$ cat src/rtl/bus_arbiter.sv
// Two-master arbiter for the shared CPU-side bus: round-robin or fixed-priority grant,
// bounded tenure with lock override, and one-cycle-delayed read-data steering.
module bus_arbiter #(
  parameter int RR_EN    = 1,
  parameter int MAX_HOLD = 16
) (
  input  logic        clk,
  input  logic        rst_n,
  input  logic        m0_req,
  input  logic        m0_lock,
  input  logic [31:0] m0_addr,
  input  logic [2:0]  m0_ctrl,
  input  logic [31:0] m0_wdata,
  output logic        m0_gnt,
  output logic [31:0] m0_rdata,
  input  logic        m1_req,
  input  logic        m1_lock,
  input  logic [31:0] m1_addr,
  input  logic [2:0]  m1_ctrl,
  input  logic [31:0] m1_wdata,
  output logic        m1_gnt,
  output logic [31:0] m1_rdata,
  output logic [31:0] bus_addr,
  output logic [2:0]  bus_ctrl,
  output logic [31:0] bus_wdata,
  input  logic [31:0] bus_rdata,
  output logic [1:0]  owner
);

  localparam int HW = (MAX_HOLD < 1) ? 1 : $clog2(MAX_HOLD + 1);
  localparam logic [HW-1:0] HOLD_SAT = (MAX_HOLD == 0) ? '0 : HW'(MAX_HOLD - 1);

  typedef enum logic [1:0] {
    IDLE = 2'b00,
    OWN0 = 2'b01,
    OWN1 = 2'b10
  } state_t;

  state_t          state;
  state_t          next_state;
  logic [HW-1:0]   hold_cnt;
  logic            last_owner;
  logic [1:0]      prev_owner;
  logic            hold_done;

  // Tenure expires only when preemption is enabled and the counter has saturated.
  assign hold_done = (MAX_HOLD != 0) && (hold_cnt == HOLD_SAT);

  // Handshake: a master holds req high for its whole tenure; gnt is the registered
  // answer and an access happens only in cycles where gnt=1 and its ctrl is nonzero.
  always_comb begin
    next_state = state;
    case (state)
      IDLE: begin
        if (m0_req && m1_req)
          next_state = ((RR_EN != 0) && !last_owner) ? OWN1 : OWN0;
        else if (m0_req)
          next_state = OWN0;
        else if (m1_req)
          next_state = OWN1;
      end
      OWN0: begin
        if (!m0_req)
          next_state = m1_req ? OWN1 : IDLE;
        else if (m1_req && !m0_lock && hold_done)
          next_state = OWN1;
      end
      OWN1: begin
        if (!m1_req)
          next_state = m0_req ? OWN0 : IDLE;
        else if (m0_req && !m1_lock && hold_done)
          next_state = OWN0;
      end
      default: next_state = IDLE;
    endcase
  end

  always_ff @(posedge clk or negedge rst_n) begin
    if (!rst_n) begin
      state      <= IDLE;
      m0_gnt     <= 1'b0;
      m1_gnt     <= 1'b0;
      hold_cnt   <= '0;
      last_owner <= 1'b1;
      prev_owner <= 2'b00;
    end else begin
      state      <= next_state;
      m0_gnt     <= (next_state == OWN0);
      m1_gnt     <= (next_state == OWN1);
      prev_owner <= {m1_gnt, m0_gnt};
      if (next_state != state)
        hold_cnt <= '0;
      else if ((state != IDLE) && (hold_cnt != HOLD_SAT))
        hold_cnt <= hold_cnt + HW'(1);
      if ((next_state == OWN0) && (state != OWN0))
        last_owner <= 1'b0;
      else if ((next_state == OWN1) && (state != OWN1))
        last_owner <= 1'b1;
    end
  end

  assign owner = {m1_gnt, m0_gnt};

  // Bus mux driven from the state register, so requests never reach the bus combinationally.
  always_comb begin
    bus_addr  = 32'h0;
    bus_ctrl  = 3'b000;
    bus_wdata = 32'h0;
    case (state)
      OWN0: begin
        bus_addr  = m0_addr;
        bus_ctrl  = m0_ctrl;
        bus_wdata = m0_wdata;
      end
      OWN1: begin
        bus_addr  = m1_addr;
        bus_ctrl  = m1_ctrl;
        bus_wdata = m1_wdata;
      end
      default: ;
    endcase
  end

  // Read data belongs to whoever owned the bus in the issue cycle.
  assign m0_rdata = prev_owner[0] ? bus_rdata : 32'h0;
  assign m1_rdata = prev_owner[1] ? bus_rdata : 32'h0;

endmodule
$ cat config.mk
export PLATFORM = sky130hd
export DESIGN_NAME = bus_arbiter
export DESIGN_NICKNAME = d
export VERILOG_FILES = /design/src/rtl/bus_arbiter.sv
export SDC_FILE = /design/constraint.sdc
export NUM_CORES = 1
export LEC_CHECK = 0
export BUFFER_PORTS_ARGS = -buffer_cell sky130_fd_sc_hd__buf_2
export CAP_MARGIN = 30
export CORE_AREA = 4 4 119 121
export DETAILED_ROUTE_END_ITERATION = 16
export DIE_AREA = 0 0 123 125
export GPL_TIMING_DRIVEN = 0
export PLACE_DENSITY = 0.49
export REMOVE_ABC_BUFFERS = 1
export SLEW_MARGIN = 20
export SYNTH_ARGS = -nofsm -noshare
export SYNTH_HDL_FRONTEND = slang
export SYNTH_SLANG_ARGS = --single-unit
$ cat constraint.sdc
create_clock -name clk -period 2.4 [get_ports clk]
set_clock_uncertainty 0.2 [all_clocks]
set_input_delay 0 -clock clk [delete_from_list [all_inputs] [get_ports clk]]
set_output_delay 0 -clock clk [all_outputs]
set_load 0.02 [all_outputs]
Word-level counts from Yosys, hierarchy flattened

Index checks and enable logic that the tools add are counted.

Add/sub/neg operators: 1
Equal/unequal tests: 9
Muxes and demuxes: 20
Reductions and logical operators: 14

Operators by type and width:

| kind                                                             | number |
|---|---|
| 32-bit one-hot mux with 2 select lines                           | 2 |
| 32-bit two-way mux                                               | 2 |
| 2-bit two-way mux                                                | 9 |
| 5-bit two-way mux                                                | 2 |
| 1-bit logical AND                                                | 8 |
| 2-bit one-hot mux with 3 select lines                            | 1 |
| 3-bit one-hot mux with 2 select lines                            | 1 |
| 2-bit nonzero test                                               | 3 |
| 5-bit by 1-bit adder with 5-bit output (second input constant)   | 1 |
| 5-bit by 4-bit == test with 1-bit output (second input constant) | 1 |
| 5-bit by 4-bit != test with 1-bit output (second input constant) | 1 |
| 2-bit by 1-bit == test with 1-bit output (second input constant) | 2 |
| 2-bit == test (second input constant)                            | 2 |
| 1-bit two-way mux                                                | 3 |
| 1-bit logical NOT                                                | 2 |
| 2-bit logical NOT                                                | 1 |
| 2-bit by 1-bit != test with 1-bit output (second input constant) | 1 |
| 2-bit != test                                                    | 1 |
| 2-bit != test (second input constant)                            | 1 |

Flip-flop bits (word level): 12
Input bits: 172
Output and inout bits: 135
Logic and storage cells: 50

Logic depth before layout (Yosys ltp)

Gate-level depths: netlist of run 1.

Depth after elaboration: 10
Depth in mapped cells: 8
Mapped depth without buffers: 8

Least setup slack after synthesis of run 1

Ideal clock, no wire load.

Path kind: reg-to-reg
From: reg hold_cnt[0]
To: reg hold_cnt[0]
Library setup time: 0.134 ns
Data arrival time: 1.851 ns
Required time: 2.066 ns
Slack: 0.216 ns
Cell stages (with the launch flop): 9
Buffers on the path: 0
Cell sequence: dfrtp_1 ha_1 and3_1 ha_1 nand3b_1 a21boi_1 a211o_4 a211oi_4 nor3_1

Word-level cells in the longest chain between the ends: 7
Elaborated cells on any way between the ends: 15

RTL lines:

| item                                                           | RTL line | source |
|---|---|---|
| start: declaration                                             | 41       | `logic [HW-1:0] hold_cnt;` |
| start signal: assignment                                       | 94       | `hold_cnt <= hold_cnt + HW'(1);` |
| 5-bit by 4-bit == test with 1-bit output                       | 47       | `assign hold_done = (MAX_HOLD != 0) && (hold_cnt == HOLD_SAT);` |
| 1-bit logical AND (on tied branches)                           | 71, 65   |  |
| 2-bit two-way mux (on tied branches)                           | 71, 65   |  |
| 2-bit two-way mux (on tied branches)                           | 69, 63   |  |
| 2-bit one-hot mux with 3 select lines                          | 53       | `case (state)` |
| 2-bit != test                                                  | 91       | `if (next_state != state)` |
| 5-bit two-way mux / 2-bit nonzero test (equally long branches) | --       |  |

Several ways; a longest one is shown, not always the timed one. The select of a mux whose other input is x is not followed.
A chain may end at the register's enable or synchronous reset.

Worst setup path after layout of run 1

From: reg hold_cnt[0]
To: reg hold_cnt[3]

The elaborated chain is that of the path after synthesis.

==> results.py, run 1 <==
metrics = {
    "floorplan": {
        "core_area_um2": 13090,
        "die_w_um": 123,
        "core.rowCount": 42,
        "die_area_um2": 15380,
        "initial_utilization_pct": 16.81,
        "ios": 307,
        "fp.dieH_um": 125,
    },
    "setup_path": {
        "max_stage_delay_ns": 0.39,
        "r2r_cells": 8,
        "critPathLaunchType": "flip-flop",
        "worstSetupPathType": "reg -> reg",
        "cp_slowest_cell": "dfrtp_1",
        "crit_chain": "ha_1, and3_1, ha_2, nand3b_1, a21boi_2, a211o_4, a211oi_4, nor3_1",
        "crit_path_max_fanout": 5,
        "cp_data_arrival_time_ns": 2.26,
        "worst_setup_path_end_kind": "flip-flop",
        "crit_required_ns": 2.31,
    },
    "routing": {
        "vias_per_cell": 4.445,
        "vias": 3378,
        "wirelength_um": 12980,
        "final_antenna_net_count": 0,
        "avgRoutedWirePerCell_um": 17.08,
        "drc": 0,
        "firstDrtPassIters": 4,
        "drt_iter0_markers": 124,
    },
    "global_routing": {
        "grt_max_degree": 58,
        "grt_pass1_wl_um": 17780,
        "antenna_found_initial": 6,
        "grt-busiest-layer": "met2",
        "grt_overflow": 0,
        "grt.total_usage_pct": 14.58,
        "use_met2_pct": 27.89,
        "grtUsageMet1_pct": 14.26,
        "use_met3_pct": 5.239,
        "grt_pass1_vias": 3365,
    },
    "cts": {
        "clkLatencyLatePin_ns": 0.24,
        "clockBufferDepth": 2,
        "path_clk_slew_ns": 0.04,
        "clock-root-buffer": "clkbuf_16",
        "cts_tree": "yes",
        "clock_sinks": 12,
        "numCtsBuffers": 3,
        "htreeDepth": 1,
    },
    "timing": {
        "worst_pin_slew_ns": 0.6941,
        "clock.fmax_ghz": 0.4257,
        "maxSlewHeadroom_pct": 53.73,
        "rsz0062_at_grt": "yes",
        "setup_viol": 0,
        "slew_violations": 0,
        "period_needed_ns": 2.349,
        "fin_crit_sh_pct": 97.89,
        "hold_viol_final": 0,
        "worst_slack_ns": 0.05068,
    },
    "synth": {
        "avgSynthCellArea_um2": 7.507,
        "yosysWarnings": 0,
        "seq_area_frac_synth_pct": 13.71,
        "synth_area_leader_cell": "a22oi_1",
        "yosysMostFrequentCell": "nor2b_1",
        "syn-cell-area_um2": 2200,
        "ys_ff_latch": 12,
        "synth_edf_count": 0,
        "synth_common_cells": "70 x nor2b_1, 67 x a22oi_1, 64 x and2_1",
        "synth_top_area_share_pct": 22.87,
        "yosysUniqueCellTypes": 38,
        "synth-main-ff-cell": "dfrtp_1",
        "synthCells": 293,
        "synthTopCellsByArea": "a22oi_1 23%, nor2b_1 20%, and2_1 18%",
        "async_flop_share_pct": 100.0,
    },
    "layout": {
        "drive_above_1_share_pct": 57.76,
        "fin_nets": 759,
        "fin_area_um2": 4099,
        "final_cells": 760,
        "syn2layout_area_growth_pct": 86.35,
    },
    "flow_run": {
        "cap_violations": 0,
    },
    "placement": {
        "dp_hpwl_um": 10130,
        "dp.cells": 745,
        "post-place-ws_ns": -0.2083,
        "gp_congestion": 0.8625,
        "place_area_um2": 3872,
        "io_buffers": 306,
    },
    "pwr": {
        "leakagePower_nw": 2.222,
        "peakVddDrop_v": 0.0004620,
        "pwr_density_cell_nw_per_um2": 1127,
    },
    "status": {
        "status": "complete, no violations",
    },
    "min_path": {
        "hp-class": "in -> reg",
        "whs_path_depth": 3,
    },
}
==> power by group <==
part | total (mW) | switching (mW) | leakage (nW) | internal (mW)
Clock | 0.339 | 0.0877 | 0.0442 | 0.252
Sequential | 0.426 | 0.150 | 0.155 | 0.276
Combinational | 3.86 | 2.27 | 2.02 | 1.58
==> cell type report <==
cell class | instances | area (µm²)
sequential | 12 | 302.8
tap | 176 | 220.2
clock buffer | 4 | 88.84
fill | 1426 | 8986
multi-input combinational | 247 | 1807
inverter | 3 | 11.26
antenna | 4 | 10.01
timing repair buffer | 314 | 1659
==> state kept, by name, indices dropped and copies added, names as in the netlist <==
register	cells
hold_cnt	5
state	2
m1_gnt	1
prev_owner	2
m0_gnt	1
last_owner	1
==> kinds of logic (layout without fill, tap and decap cells) <==
group	Yosys count	count (layout)	share of synthesized area [%]
AND/OR/NAND/NOR	155	155	43.40
AO/OA/AOI/OAI	80	80	30.60
buffers and inverters	34	321	6.257
flip-flops	12	12	13.71
adder cells (fa/ha/maj)	6	6	3.413
XOR/XNOR	3	3	1.195
multiplexers	3	3	1.422
other	0	4	0
==> metal layers <==
layer	vias up	wire [µm]	share of wire (%)
met3	16	1703	13
li1	1607	-	-
met1	1528	4301	33
met5	-	34	0.26
met2	223	6757	52
met4	4	183	1.4
==> per-stage QoR <==
stage	setup TNS (ns)	power (mW)	utilization [%]	hold WS, ns
2_1_floorplan	-21.19	2.807	-	-0.4956
3_3_place_gp	-73.67	3.989	29.23	-0.3120
3_5_place_dp	-1.134	4.062	29.59	-0.3021
4_1_cts	0	4.543	30.74	0.01068
5_1_grt	-0.01882	4.952	31.33	0.04301
6_report	0	4.621	31.33	0.02022
==> path summary, 6_finish.rpt <==
kind / from / endpoint / slack, ns
worst max register to register: hold_cnt[0] / hold_cnt[3] / 0.05
worst min-delay path: m1_req / state[1] / 0.02
worst min register to register: m1_gnt / prev_owner[1] / 0.26
max in group asynchronous: rst_n / state[0] / 0.99
worst max-delay path: hold_cnt[0] / hold_cnt[3] / 0.05
min in group asynchronous: rst_n / last_owner / 0.05
==> timing repair <==
action                     4_1_cts  5_1_grt
setup endpoints to repair       12        7
hold endpoints to repair        12        0
gates resized for setup          1        4
pin swaps                        0        2
gates cloned                     0        0
hold buffers                     2        0
buffers inserted                 2        3
==> critical path, delay by kind of cell, from the launching register on <==
family                   cells  cell delay [ns]
AO/OA/AOI/OAI                3             0.80
adder cells (fa/ha/maj)      2             0.41
flip-flops                   1             0.39
AND/OR/NAND/NOR              3             0.41
==> layout by cell type (no fill, tap or decap), types with 3 or more instances in the layout <==
cell | Yosys | final
and2_1 | 64 | 64
a22oi_1 | 67 | 67
buf_12 | 0 | 3
inv_1 | 3 | 3
dfrtp_1 | 11 | 10
buf_2 | 2 | 306
clkbuf_16 | 0 | 4
diode_2 | 0 | 4
nor2b_1 | 70 | 70
nor2_1 | 5 | 5
nor3_1 | 4 | 3
No activity file was read; power rests on OpenSTA's default activity.
==> run 2: changes to the inputs <==
CORE_AREA = 4 4 117 119   (was 4 4 119 121)
CTS_BUF_LIST = sky130_fd_sc_hd__clkbuf_8   (was not set)
DIE_AREA = 0 0 121 123   (was 0 0 123 125)
PLACE_DENSITY = 0.51   (was 0.49)
==> run 2 against run 1 <==
Sequential power decreased by 2%. Flip-flop and latch count is the same. Sequential share of layout area up 0.11 points. Count of clock-buffer cells in the layout stayed put. Die area down 3.2%. First-iteration DRC count is 36% lower. Combinational power down 2%. Critical path type unchanged. Largest power group unchanged.
==> results.py, run 2 (synthesis results as in run 1) <==
metrics = {
    "cts": {
        "clkLatencyLatePin_ns": 0.24,
        "path_clk_slew_ns": 0.05,
        "htreeDepth": 1,
        "clock-root-buffer": "clkbuf_8",
        "clockBufferDepth": 2,
        "numCtsBuffers": 3,
        "cts_tree": "yes",
        "clock_sinks": 12,
    },
    "layout": {
        "final_cells": 753,
        "largest_register_ffs": 5,
        "fin_util_pct": 32.15,
        "reg_top3": "hold_cnt: 5 flops, prev_owner: 2 flops, state: 2 flops",
        "final_common_cell": "buf_2",
        "fin_nets": 759,
        "syn2layout_area_growth_pct": 83.67,
        "final_cell_mix": "306 x buf_2, 70 x nor2b_1, 67 x a22oi_1",
        "fin_area_um2": 4040,
        "drive_above_1_share_pct": 57.93,
        "regMostFlops": "hold_cnt",
    },
    "routing": {
        "avgRoutedWirePerCell_um": 16.27,
        "drc": 0,
        "vias": 3308,
        "firstDrtPassIters": 4,
        "final_antenna_net_count": 0,
        "drt_iter0_markers": 79,
        "vias_per_cell": 4.393,
        "wirelength_um": 12250,
    },
    "pwr": {
        "p_int_mw": 1.975,
        "leakagePower_nw": 2.202,
        "pwr_density_cell_nw_per_um2": 1092,
        "switching_power_mw": 2.436,
        "peakVddDrop_v": 0.0005532,
        "power_mw": 4.411,
        "p_clk_share_pct": 4.9,
        "p_seq_share_pct": 9.5,
        "p_comb_share_pct": 85.6,
        "p_sw_share_pct": 55.22,
    },
    "setup_path": {
        "timing.rr.start": "hold_cnt[0]",
        "max_stage_delay_ns": 0.39,
        "rrSetupSlack_ns": 0.05,
        "startpoint": "hold_cnt[0]",
        "r2r-end": "hold_cnt[2]",
        "critPathLaunchType": "flip-flop",
        "cp_data_arrival_time_ns": 2.25,
        "cp_slowest_cell": "dfrtp_1",
        "worst_setup_path_end_kind": "flip-flop",
        "crit_chain": "ha_1, and3_1, ha_2, nand3b_1, a21boi_2, a211o_4, a211oi_4, nor3_1",
        "worstSetupPathType": "reg -> reg",
        "crit_family": "compound AO/OA/AOI/OAI gates",
        "crit_end": "hold_cnt[2]",
        "path_buf_inv": 0,
        "crit_required_ns": 2.31,
        "cp.depth": 8,
        "r2r_cells": 8,
        "crit_path_max_fanout": 5,
    },
    "min_path": {
        "hp-class": "in -> async",
    },
    "floorplan": {
        "core_area_um2": 12570,
        "initial_utilization_pct": 17.50,
        "die_area_um2": 14880,
        "ios": 307,
        "fp.dieH_um": 123,
        "die_w_um": 121,
        "core.rowCount": 41,
    },
    "timing": {
        "period_needed_ns": 2.346,
        "rsz0062_at_grt": "yes",
        "hold_viol_final": 0,
        "fin_tns_setup_ns": 0,
        "worst_pin_slew_ns": 0.6937,
        "slew_violations": 0,
        "fin_crit_sh_pct": 97.74,
        "maxSlewHeadroom_pct": 53.75,
        "setup_viol": 0,
        "holdWs_ns": 0.03966,
        "worst_slack_ns": 0.05425,
        "clock.fmax_ghz": 0.4263,
    },
    "status": {
        "status": "complete, no violations",
    },
    "placement": {
        "dp_hpwl_um": 9782,
        "place_area_um2": 3867,
        "post-place-ws_ns": -0.2479,
        "io_buffers": 306,
        "gp_congestion": 0.8205,
        "dp.cells": 741,
    },
    "flow_run": {
        "cap_violations": 0,
    },
    "global_routing": {
        "grt_max_degree": 64,
        "grt_pass1_wl_um": 16930,
        "grt.total_usage_pct": 14.21,
        "grt_pass1_vias": 3194,
        "antenna_found_initial": 4,
        "grt_overflow": 0,
    },
}
-- run 2: changes by cell type in the layout (fill, tap and decap cells not counted) --
cell,change
clkbuf_16,-4
nor3_1,-1
nor3_2,+1
diode_2,-3
clkbuf_8,+3
buf_4,+1
-- run 2: worst min path at each step --
| stage | from | to | slack [ns] | depth (start not counted) |
|---|---|---|---|---|
| floorplan | rst_n | hold_cnt[0] | -0.50 | 0 |
| global placement | rst_n | hold_cnt[4] | -0.32 | 1 |
| detailed placement | rst_n | hold_cnt[1] | -0.31 | 1 |
| CTS | m1_req | state[1] | 0.03 | 3 |
| global route | rst_n | last_owner | 0.05 | 2 |
| finish | rst_n | last_owner | 0.04 | 2 |
-- run 2: cell type report --
class	instances	area [µm²]
fillers	1358	8528
multi-input cells	247	1812
repair buffers	314	1642
flip-flops and latches	12	302.8
well taps	172	215.2
clock buffers	4	55.05
inverters	3	11.26
diodes	1	2.502
-- run 2: worst reg2reg max path: cells and delay by family, from the launching register on --
| family | cells | cell delay [ns] |
|---|---|---|
| compound gates | 3 | 0.79 |
| fa+ha+maj | 2 | 0.41 |
| flops | 1 | 0.39 |
| simple gates | 3 | 0.42 |
-- run 2: power by group through the flow --
stage          logic, mW  clock network, mW  registers (mW)
2_1_floorplan       2.41                  0           0.396
3_3_place_gp        3.55                  0           0.415
3_5_place_dp        3.60                  0           0.425
4_1_cts             3.75              0.219           0.424
5_1_grt             4.08              0.234           0.444
6_report            3.78              0.214           0.419
-- run 2: repair_timing --
item                                    4_1_cts  5_1_grt
endpoints found under the setup margin        8       13
gates resized for setup                       3        3
endpoints found under the hold margin        12        0
buffers inserted                              3        2
pin swaps                                     1        3
hold buffers                                  2        0
-- run 2: layer usage --
layer,up-vias,track usage (%),wire length [µm]
li1,1607,-,-
met1,1472,15.15,4328
met2,215,27.51,6369
met3,10,4.803,1453
met4,4,2.195,75
met5,-,0,21
